`src/rtl/proc_core.sv`:
```
// proc_core: minimal 8-bit multi-cycle processor core.
//
// Holds a 256x16 instruction store, a program counter, an instruction
// register, a 4x8 register file and an 8-function ALU. Each instruction
// takes two cycles: FETCH then EXEC.
//
// Ports:
//   clk        - system clock, all state changes on the rising edge
//   rst        - synchronous active-high reset
//   imem_we    - instruction-store write enable (IDLE/HALT only)
//   imem_waddr - instruction-store write address
//   imem_wdata - instruction word to write
//   start      - begin execution at pc 0 (IDLE/HALT only)
//   dbg_addr   - register-file debug read index
//   dbg_data   - combinational contents of R[dbg_addr]
//   pc         - current program counter
//   ir         - current instruction register
//   halted     - high while in HALT

// alu: combinational 8-bit ALU, results modulo 256, no flags.
//   op_i - function select, a_i/b_i - operands, y_o - result
module alu (
  input  logic [2:0] op_i,
  input  logic [7:0] a_i,
  input  logic [7:0] b_i,
  output logic [7:0] y_o
);
  always_comb begin
    y_o = '0;
    case (op_i)
      3'b000:  y_o = a_i + b_i;
      3'b001:  y_o = a_i - b_i;
      3'b010:  y_o = a_i & b_i;
      3'b011:  y_o = a_i | b_i;
      3'b100:  y_o = a_i ^ b_i;
      3'b101:  y_o = ~a_i;
      3'b110:  y_o = {a_i[6:0], 1'b0};
      default: y_o = {1'b0, a_i[7:1]};
    endcase
  end
endmodule

// registers: four 8-bit registers, one synchronous write port, two
// combinational operand read ports and a combinational debug port.
module registers (
  input  logic       clk,
  input  logic       rst,
  input  logic       we_i,
  input  logic [1:0] waddr_i,
  input  logic [7:0] wdata_i,
  input  logic [1:0] raddr_a_i,
  input  logic [1:0] raddr_b_i,
  input  logic [1:0] raddr_dbg_i,
  output logic [7:0] rdata_a_o,
  output logic [7:0] rdata_b_o,
  output logic [7:0] rdata_dbg_o
);
  logic [7:0] rf_q [4];

  always_ff @(posedge clk) begin
    if (rst) begin
      for (int i = 0; i < 4; i++) rf_q[i] <= '0;
    end else if (we_i) begin
      rf_q[waddr_i] <= wdata_i;
    end
  end

  assign rdata_a_o   = rf_q[raddr_a_i];
  assign rdata_b_o   = rf_q[raddr_b_i];
  assign rdata_dbg_o = rf_q[raddr_dbg_i];
endmodule

// inst_reg: 16-bit instruction register loaded while load_i is high.
module inst_reg (
  input  logic        clk,
  input  logic        rst,
  input  logic        load_i,
  input  logic [15:0] d_i,
  output logic [15:0] q_o
);
  logic [15:0] ir_q;

  always_ff @(posedge clk) begin
    if (rst)         ir_q <= '0;
    else if (load_i) ir_q <= d_i;
  end

  assign q_o = ir_q;
endmodule

// Sequencer states:
//   state   | meaning
//   S_IDLE  | after reset; program may be loaded, waiting for start
//   S_FETCH | ir <- imem[pc]
//   S_EXEC  | decode ir, write register file, update pc
//   S_HALT  | HLT executed; program may be reloaded, start re-runs
module proc_core (
  input  logic        clk,
  input  logic        rst,
  input  logic        imem_we,
  input  logic [7:0]  imem_waddr,
  input  logic [15:0] imem_wdata,
  input  logic        start,
  input  logic [1:0]  dbg_addr,
  output logic [7:0]  dbg_data,
  output logic [7:0]  pc,
  output logic [15:0] ir,
  output logic        halted
);
  typedef enum logic [1:0] {S_IDLE, S_FETCH, S_EXEC, S_HALT} state_t;

  localparam logic [3:0] OP_ADD  = 4'b0000;
  localparam logic [3:0] OP_SUB  = 4'b0001;
  localparam logic [3:0] OP_LOAD = 4'b1000;
  localparam logic [3:0] OP_INC  = 4'b1010;
  localparam logic [3:0] OP_DEC  = 4'b1011;
  localparam logic [3:0] OP_HLT  = 4'b1100;
  localparam logic [3:0] OP_DJNZ = 4'b1110;
  localparam logic [3:0] OP_JMP  = 4'b1111;

  state_t      state_q, state_d;
  logic [7:0]  pc_q, pc_d;
  logic [15:0] imem_q [256];
  logic [15:0] ir_w;
  logic        imem_wr_en;

  logic [3:0]  opcode;
  logic [1:0]  fld_d, fld_s, fld_t;
  logic [7:0]  fld_imm;

  logic [2:0]  alu_op;
  logic        a_from_s;
  logic        b_is_one;
  logic [7:0]  alu_a, alu_b, alu_y;
  logic [7:0]  rd_a, rd_b;
  logic        rf_we;
  logic [7:0]  rf_wdata;

  // The store is not reset; loads are only accepted while the core is parked.
  assign imem_wr_en = imem_we && !rst && ((state_q == S_IDLE) || (state_q == S_HALT));

  always_ff @(posedge clk) begin
    if (imem_wr_en) imem_q[imem_waddr] <= imem_wdata;
  end

  inst_reg u_inst_reg (
    .clk    (clk),
    .rst    (rst),
    .load_i (state_q == S_FETCH),
    .d_i    (imem_q[pc_q]),
    .q_o    (ir_w)
  );

  assign opcode  = ir_w[15:12];
  assign fld_d   = ir_w[9:8];
  assign fld_s   = ir_w[5:4];
  assign fld_t   = ir_w[1:0];
  assign fld_imm = ir_w[7:0];

  // Operand/ALU control depends on the opcode only, kept apart from the
  // next-state logic that consumes the ALU result.
  always_comb begin
    alu_op   = 3'b000;
    a_from_s = 1'b0;
    b_is_one = 1'b0;
    case (opcode)
      OP_ADD:  a_from_s = 1'b1;
      OP_SUB:  begin a_from_s = 1'b1; alu_op = 3'b001; end
      OP_INC:  b_is_one = 1'b1;
      OP_DEC,
      OP_DJNZ: begin b_is_one = 1'b1; alu_op = 3'b001; end
      default: ;
    endcase
  end

  registers u_registers (
    .clk         (clk),
    .rst         (rst),
    .we_i        (rf_we),
    .waddr_i     (fld_d),
    .wdata_i     (rf_wdata),
    .raddr_a_i   (a_from_s ? fld_s : fld_d),
    .raddr_b_i   (fld_t),
    .raddr_dbg_i (dbg_addr),
    .rdata_a_o   (rd_a),
    .rdata_b_o   (rd_b),
    .rdata_dbg_o (dbg_data)
  );

  assign alu_a = rd_a;
  assign alu_b = b_is_one ? 8'd1 : rd_b;

  alu u_alu (
    .op_i (alu_op),
    .a_i  (alu_a),
    .b_i  (alu_b),
    .y_o  (alu_y)
  );

  always_comb begin
    state_d  = state_q;
    pc_d     = pc_q;
    rf_we    = 1'b0;
    rf_wdata = alu_y;
    case (state_q)
      S_IDLE, S_HALT: begin
        if (start) begin
          state_d = S_FETCH;
          pc_d    = '0;
        end
      end
      S_FETCH: state_d = S_EXEC;
      S_EXEC: begin
        state_d = S_FETCH;
        pc_d    = pc_q + 8'd1;
        case (opcode)
          OP_LOAD: begin rf_we = 1'b1; rf_wdata = fld_imm; end
          OP_ADD, OP_SUB, OP_INC, OP_DEC: rf_we = 1'b1;
          OP_JMP:  pc_d = fld_imm;
          OP_DJNZ: begin
            rf_we = 1'b1;
            if (alu_y != 8'd0) pc_d = fld_imm;
          end
          OP_HLT: begin
            pc_d    = pc_q;
            state_d = S_HALT;
          end
          default: ;
        endcase
      end
      default: state_d = S_IDLE;
    endcase
  end

  always_ff @(posedge clk) begin
    if (rst) begin
      state_q <= S_IDLE;
      pc_q    <= '0;
    end else begin
      state_q <= state_d;
      pc_q    <= pc_d;
    end
  end

  assign pc     = pc_q;
  assign ir     = ir_w;
  assign halted = (state_q == S_HALT);
endmodule

```
`config.mk`:
```
export PLATFORM = sky130hd
export DESIGN_NAME = proc_core
export DESIGN_NICKNAME = d
export VERILOG_FILES = /design/src/rtl/proc_core.sv
export SDC_FILE = /design/constraint.sdc
export NUM_CORES = 2
export LEC_CHECK = 0
export CORE_MARGIN = 4
export CORE_UTILIZATION = 35
export DETAILED_ROUTE_END_ITERATION = 16
export GPL_TIMING_DRIVEN = 1
export PLACE_DENSITY = 0.5
export SYNTH_ARGS = -nofsm -noshare
export SYNTH_HDL_FRONTEND = slang
export SYNTH_HIERARCHICAL = 1
export SYNTH_MEMORY_MAX_BITS = 65536
export SYNTH_SLANG_ARGS = --single-unit
```
`constraint.sdc`:
```
create_clock -name clk -period 4.77 [get_ports clk]
set_input_delay 0.477 -clock clk [delete_from_list [all_inputs] [get_ports clk]]
set_output_delay 0.477 -clock clk [all_outputs]
set_load 0.01 [all_outputs]
```
Yosys cells after proc, flatten, opt, wreduce, memory -nomap -nowiden
Memory sizes are Yosys's and may differ from the RTL's. A register that Yosys moved wholly into a read port is not among the register bits.
Index checks and enable logic that the tools add are counted.
{"block": "word_totals", "regBits": 10, "mem_bits_rw": 4128, "input_bits": 30, "out_inout_bits": 33, "word_cells": 72, "n_memories": 2}
{"memory": "imem_q", "depth": 256, "width": 16, "read_ports": 1, "rd_clocked_by_memory_dff": 1, "write_ports": 1, "line": "123", "rtl": "logic [15:0] imem_q [256];"}
{"memory": "u_registers.rf_q", "depth": 4, "width": 8, "read_ports": 3, "rd_clocked_by_memory_dff": 0, "write_ports": 4, "line": "58", "rtl": "logic [7:0] rf_q [4];"}
{"block": "classes", "n_addsub": 3, "n_eq_ne": 18, "mux": 27, "n_bitwise": 4, "n_reduce_logical": 16}
{"op": "8-bit one-hot mux with 7 select lines", "n": 1}
{"op": "8-bit 2-to-1 mux", "n": 6}
{"op": "4-bit == test (second input constant)", "n": 6}
{"op": "8-bit one-hot mux with 3 select lines", "n": 1}
{"op": "8-bit one-hot mux with 2 select lines", "n": 1}
{"op": "1-bit 2-to-1 mux", "n": 13}
{"op": "1-bit by 3-bit == test with 1-bit output (second input constant)", "n": 3}
{"op": "8-bit by 1-bit adder with 8-bit output (second input constant)", "n": 1}
{"op": "8-bit adder", "n": 1}
{"op": "8-bit AND", "n": 1}
{"op": "2-bit 2-to-1 mux", "n": 4}
{"op": "8-bit inverter", "n": 1}
{"op": "8-bit bitwise OR", "n": 1}
{"op": "8-bit nonzero test", "n": 1}
{"op": "8-bit OR reduction", "n": 1}
{"op": "8-bit subtractor", "n": 1}
{"op": "8-bit XOR", "n": 1}
{"op": "2-bit one-hot mux with 3 select lines", "n": 1}
{"op": "3-bit OR reduction", "n": 2}
{"op": "6-bit OR reduction", "n": 1}
{"op": "1-bit by 2-bit == test with 1-bit output (second input constant)", "n": 2}
{"op": "2-bit == test (second input constant)", "n": 2}
{"op": "4-bit by 1-bit == test with 1-bit output (second input constant)", "n": 1}
{"op": "4-bit logical NOT", "n": 1}
{"op": "11 further kinds", "n": 14}

Logic depth before layout (Yosys ltp)
An unclocked memory read counts as a cell.
{"block": "logic_depth", "depth_word": 11, "depth_mapped": 22, "ltp_nobuf": 20}

By module
Netlist, hierarchy kept.
{"mod": "proc_core", "n_inst": 1, "cells_per_inst": 7474, "area_each_um2": 160187.4, "seq_area_each_um2": 123358.3}
{"mod": "registers", "n_inst": 1, "cells_per_inst": 104, "area_each_um2": 1868.0, "seq_area_each_um2": 960.9}
{"mod": "alu", "n_inst": 1, "cells_per_inst": 149, "area_each_um2": 1126.1, "seq_area_each_um2": 0.0}
{"mod": "inst_reg", "n_inst": 1, "cells_per_inst": 52, "area_each_um2": 580.6, "seq_area_each_um2": 320.3}

Least setup slack after synthesis
No wires, ideal clock.
{"block": "synth_timing", "path_kind": "register -> register", "start": "register u_inst_reg.ir_q[13] (netlist: u_inst_reg/q_o[13]), read port of imem_q", "end": "register with a tool-made name", "setup_time_ps": 132, "t_arrival_ps": 4257, "required_ps": 4638, "path_slack_ps": 381, "stages_incl_launch_ff": 18, "n_path_buf": 3, "period_less_slack_ps": 4389, "cell_sequence": "dfxtp_1 -> clkbuf_1 -> nor3_1 -> mux2_2 -> buf_6 -> mux4_2 -> ha_1 -> nor2b_1 -> o31a_1 -> o21a_1 -> o21a_1 -> o31ai_1 -> nor4_1 -> a31oi_1 -> clkbuf_1 -> mux2i_1 -> a2bb2oi_1 -> nor2_1"}
{"element": "start: declaration", "line": "81", "rtl": "logic [15:0] ir_q;"}

==> run metrics <==
flop-to-flop setup slack=50 ps; CTS clk-pin slew, worst paths=60 ps; routed vias/inst=5.50; Post-route DRC=0; TritonCTS Buffers=430; Post-DRT Antenna Nets=0; Finished Layout Cells=15000; Synth top area share=75.7%; hpwl dp=298000 microns; critical path type=reg2reg; Final #Nets=8506; Yosys Warn Count=6; setup violators final=0; Hold WC Path Type=in2reg; pre-CTS WS=4.13 ps; design area=0.189 sq mm; first-pass GRT wire length=670000 microns; Initial DRC Count=9896; Min Hold Slack=67.8 ps; TritonCTS clock tree=built; GRT Total Usage=19.6%; Placed Area=0.175 sq mm; asr flop ratio synth=0%; fraction of layout cells with a size suffix above 1=26.0%; Starting Density=35.2%; max-cap violation count=0; Top FF cell, synth=edfxtp_1; die height=692 microns; number of global-route vias before repair=82800; Critical Path AT=5630 ps; Critical Path Sink Type=flop; Die ar.=0.479 sq mm; pwr dens=435 mW/mm^2; Synth Instances=7779; hold wc startpoint=imem_wdata[10]; worst setup path endpoint=u_inst_reg/q_o[13]; global route overflow=0; Final Hold Viols=0; worst-path fanout max=29; Layout area overhead=15.2%; Routed WL=480000 microns; Critical R2R Capture=u_inst_reg/q_o[13]; Yosys reg bits=4162; dpl cells=14200; RSZ-0062 raised after global routing=false; VDD IR-drop max=0.312 mV; relative slew slack=5.35%; top-level I/O count=63; most frequent cells after synthesis=edfxtp_1 (4128), mux4_2 (869), mux2i_1 (556); Post-synth EDFFs=4128; CTS root buffer=clkbuf_16; Core Rows=250; core area=0.465 sq mm; Die W=692 microns; Clock Sink Count=4162; H-Tree Depth=5; initial antenna violation count=32; Avg Cell Area, Syn=21.1 sq um; Req. time, crit path=5680 ps; Final Max Tran Viols=0; FF-to-FF path depth=13; total number of vias=82400; status=complete, no violations; slew at the pin with the worst max-slew slack=1410 ps; crit share post-route=98.9%; clk_lat worst skew=1030 ps; fmax=0.212 GHz; area of the mapped netlist=0.164 sq mm; pin count of the biggest net entering global routing=132; 1st-pass router iterations=5; clock skew=60.3 ps; clock period minus worst slack=4720 ps; # port buffers=62; cell accounting for the most synthesized area=edfxtp_1; worst-case clock buffer depth=4; Yosys cell types=92; Routed WL per cell=32.0 microns; postcts setup bufs=0; Leak=57.2 nW; most frequent cell after synthesis=edfxtp_1; Setup WS post-layout=54.5 ps; register area share after synthesis=76.1%; routability cong.=0.866; critical path startpoint category=flop; synth top area cells=edfxtp_1 (76%), mux4_2 (12%), mux2i_1 (3.4%); setup TNS=0 ps
state kept, by name (all words and copies together), names as in the netlist, named ones only:
name,cells
state_q,2
pc,8
u_registers/rf_q,32
imem_q,4096
u_inst_reg/q_o,16
final cells by class:
cell class | instances | area [sq um]
inverters | 28 | 118
fillers | 41200 | 276000
flip-flops and latches | 4162 | 125000
well taps | 6174 | 7720
clock inverters | 258 | 2370
clock buffers | 536 | 11300
multi-input cells | 3134 | 36100
diodes | 8 | 20.0
repair buffers | 690 | 6300
cell families after synthesis:
group | count (synthesis) | share of synthesized area [%]
XOR/XNOR | 14 | 0.0795
other | 1 | 0.00229
AO/OA/AOI/OAI | 717 | 3.01
multiplexers | 1468 | 15.9
adder cells (fa/ha/maj) | 30 | 0.234
AND/OR/NAND/NOR | 903 | 2.60
flip-flops | 4162 | 76.1
buffers and inverters | 484 | 2.08
cell usage in the layout, fill, tap and decap left out, types with 14 or more instances in the layout:
cell	n
or3_1	21
buf_4	548
clkinv_2	89
mux2i_1	556
nand2_1	154
clkinv_1	87
mux4_2	869
inv_1	24
nor4_1	22
buf_12	68
clkinvlp_4	19
mux4_1	27
o221ai_1	177
mux2_2	16
nor3_1	111
bufinv_16	37
a31oi_1	21
inv_6	14
buf_8	16
ha_1	29
o21ai_0	81
edfxtp_1	4128
dfxtp_1	29
a211oi_1	18
clkbuf_16	436
clkdlybuf4s50_1	46
clkbuf_1	96
a21oi_1	158
o22ai_1	137
nand3_1	68
nor2_1	281
and2_1	33
nor2_2	89
a22oi_1	34
timing repair:
| action | CTS | global route |
|---|---|---|
| gates cloned | 0 | 0 |
| hold buffers | 12 | 0 |
| endpoints found under the setup margin | 1 | 10 |
| gates resized for setup | 1 | 8 |
| pin swaps | 0 | 1 |
| hold endpoints to repair | 279 | 0 |
routing by layer:
metal / part of all wire [%] / GRT usage (%) / vias to the layer above
li1: - / - / 34000
met1: 42 / 27.5 / 44500
met2: 47 / 31.4 / 3194
met3: 7.0 / 3.12 / 683
met4: 3.7 / 6.34 / 10
met5: 0.013 / 0 / -
where the power goes:
part	internal (mW)	switching (mW)	leakage, nW
logic	3.89	4.75	13.1
registers	40.3	0.109	37.4
clock network	18.8	14.2	6.69
total	63.0	19.0	57.2
how the worst min path moves through the flow:
stage	cells after the start	endpoint	slack, ps
2_1_floorplan	2	state_q[1]	490
3_3_place_gp	2	state_q[1]	510
3_5_place_dp	2	state_q[1]	530
4_1_cts	1	imem_q[206][10]	9
5_1_grt	1	imem_q[205][10]	60
6_report	1	imem_q[205][10]	70
critical path, cell delays in order (launching register included):
cell and delay [ps]:
dfxtp_4 480, buf_12 300, buf_12 280, mux2i_1 130, o221ai_1 380, o22ai_1 180
a21oi_1 590, and3_1 550, nor4bb_1 650, buf_4 290, o311a_1 360, buf_12 170
mux2i_1 70, nor2_1 130
through the flow:
step	util, %	power, mW
after floorplan	-	47.3
after global placement	37.6	49.8
after detailed placement	37.6	49.9
after CTS	40.6	82.8
after global routing	40.6	84.9
final	40.6	82.1
(Power assumes the default switching activity.)
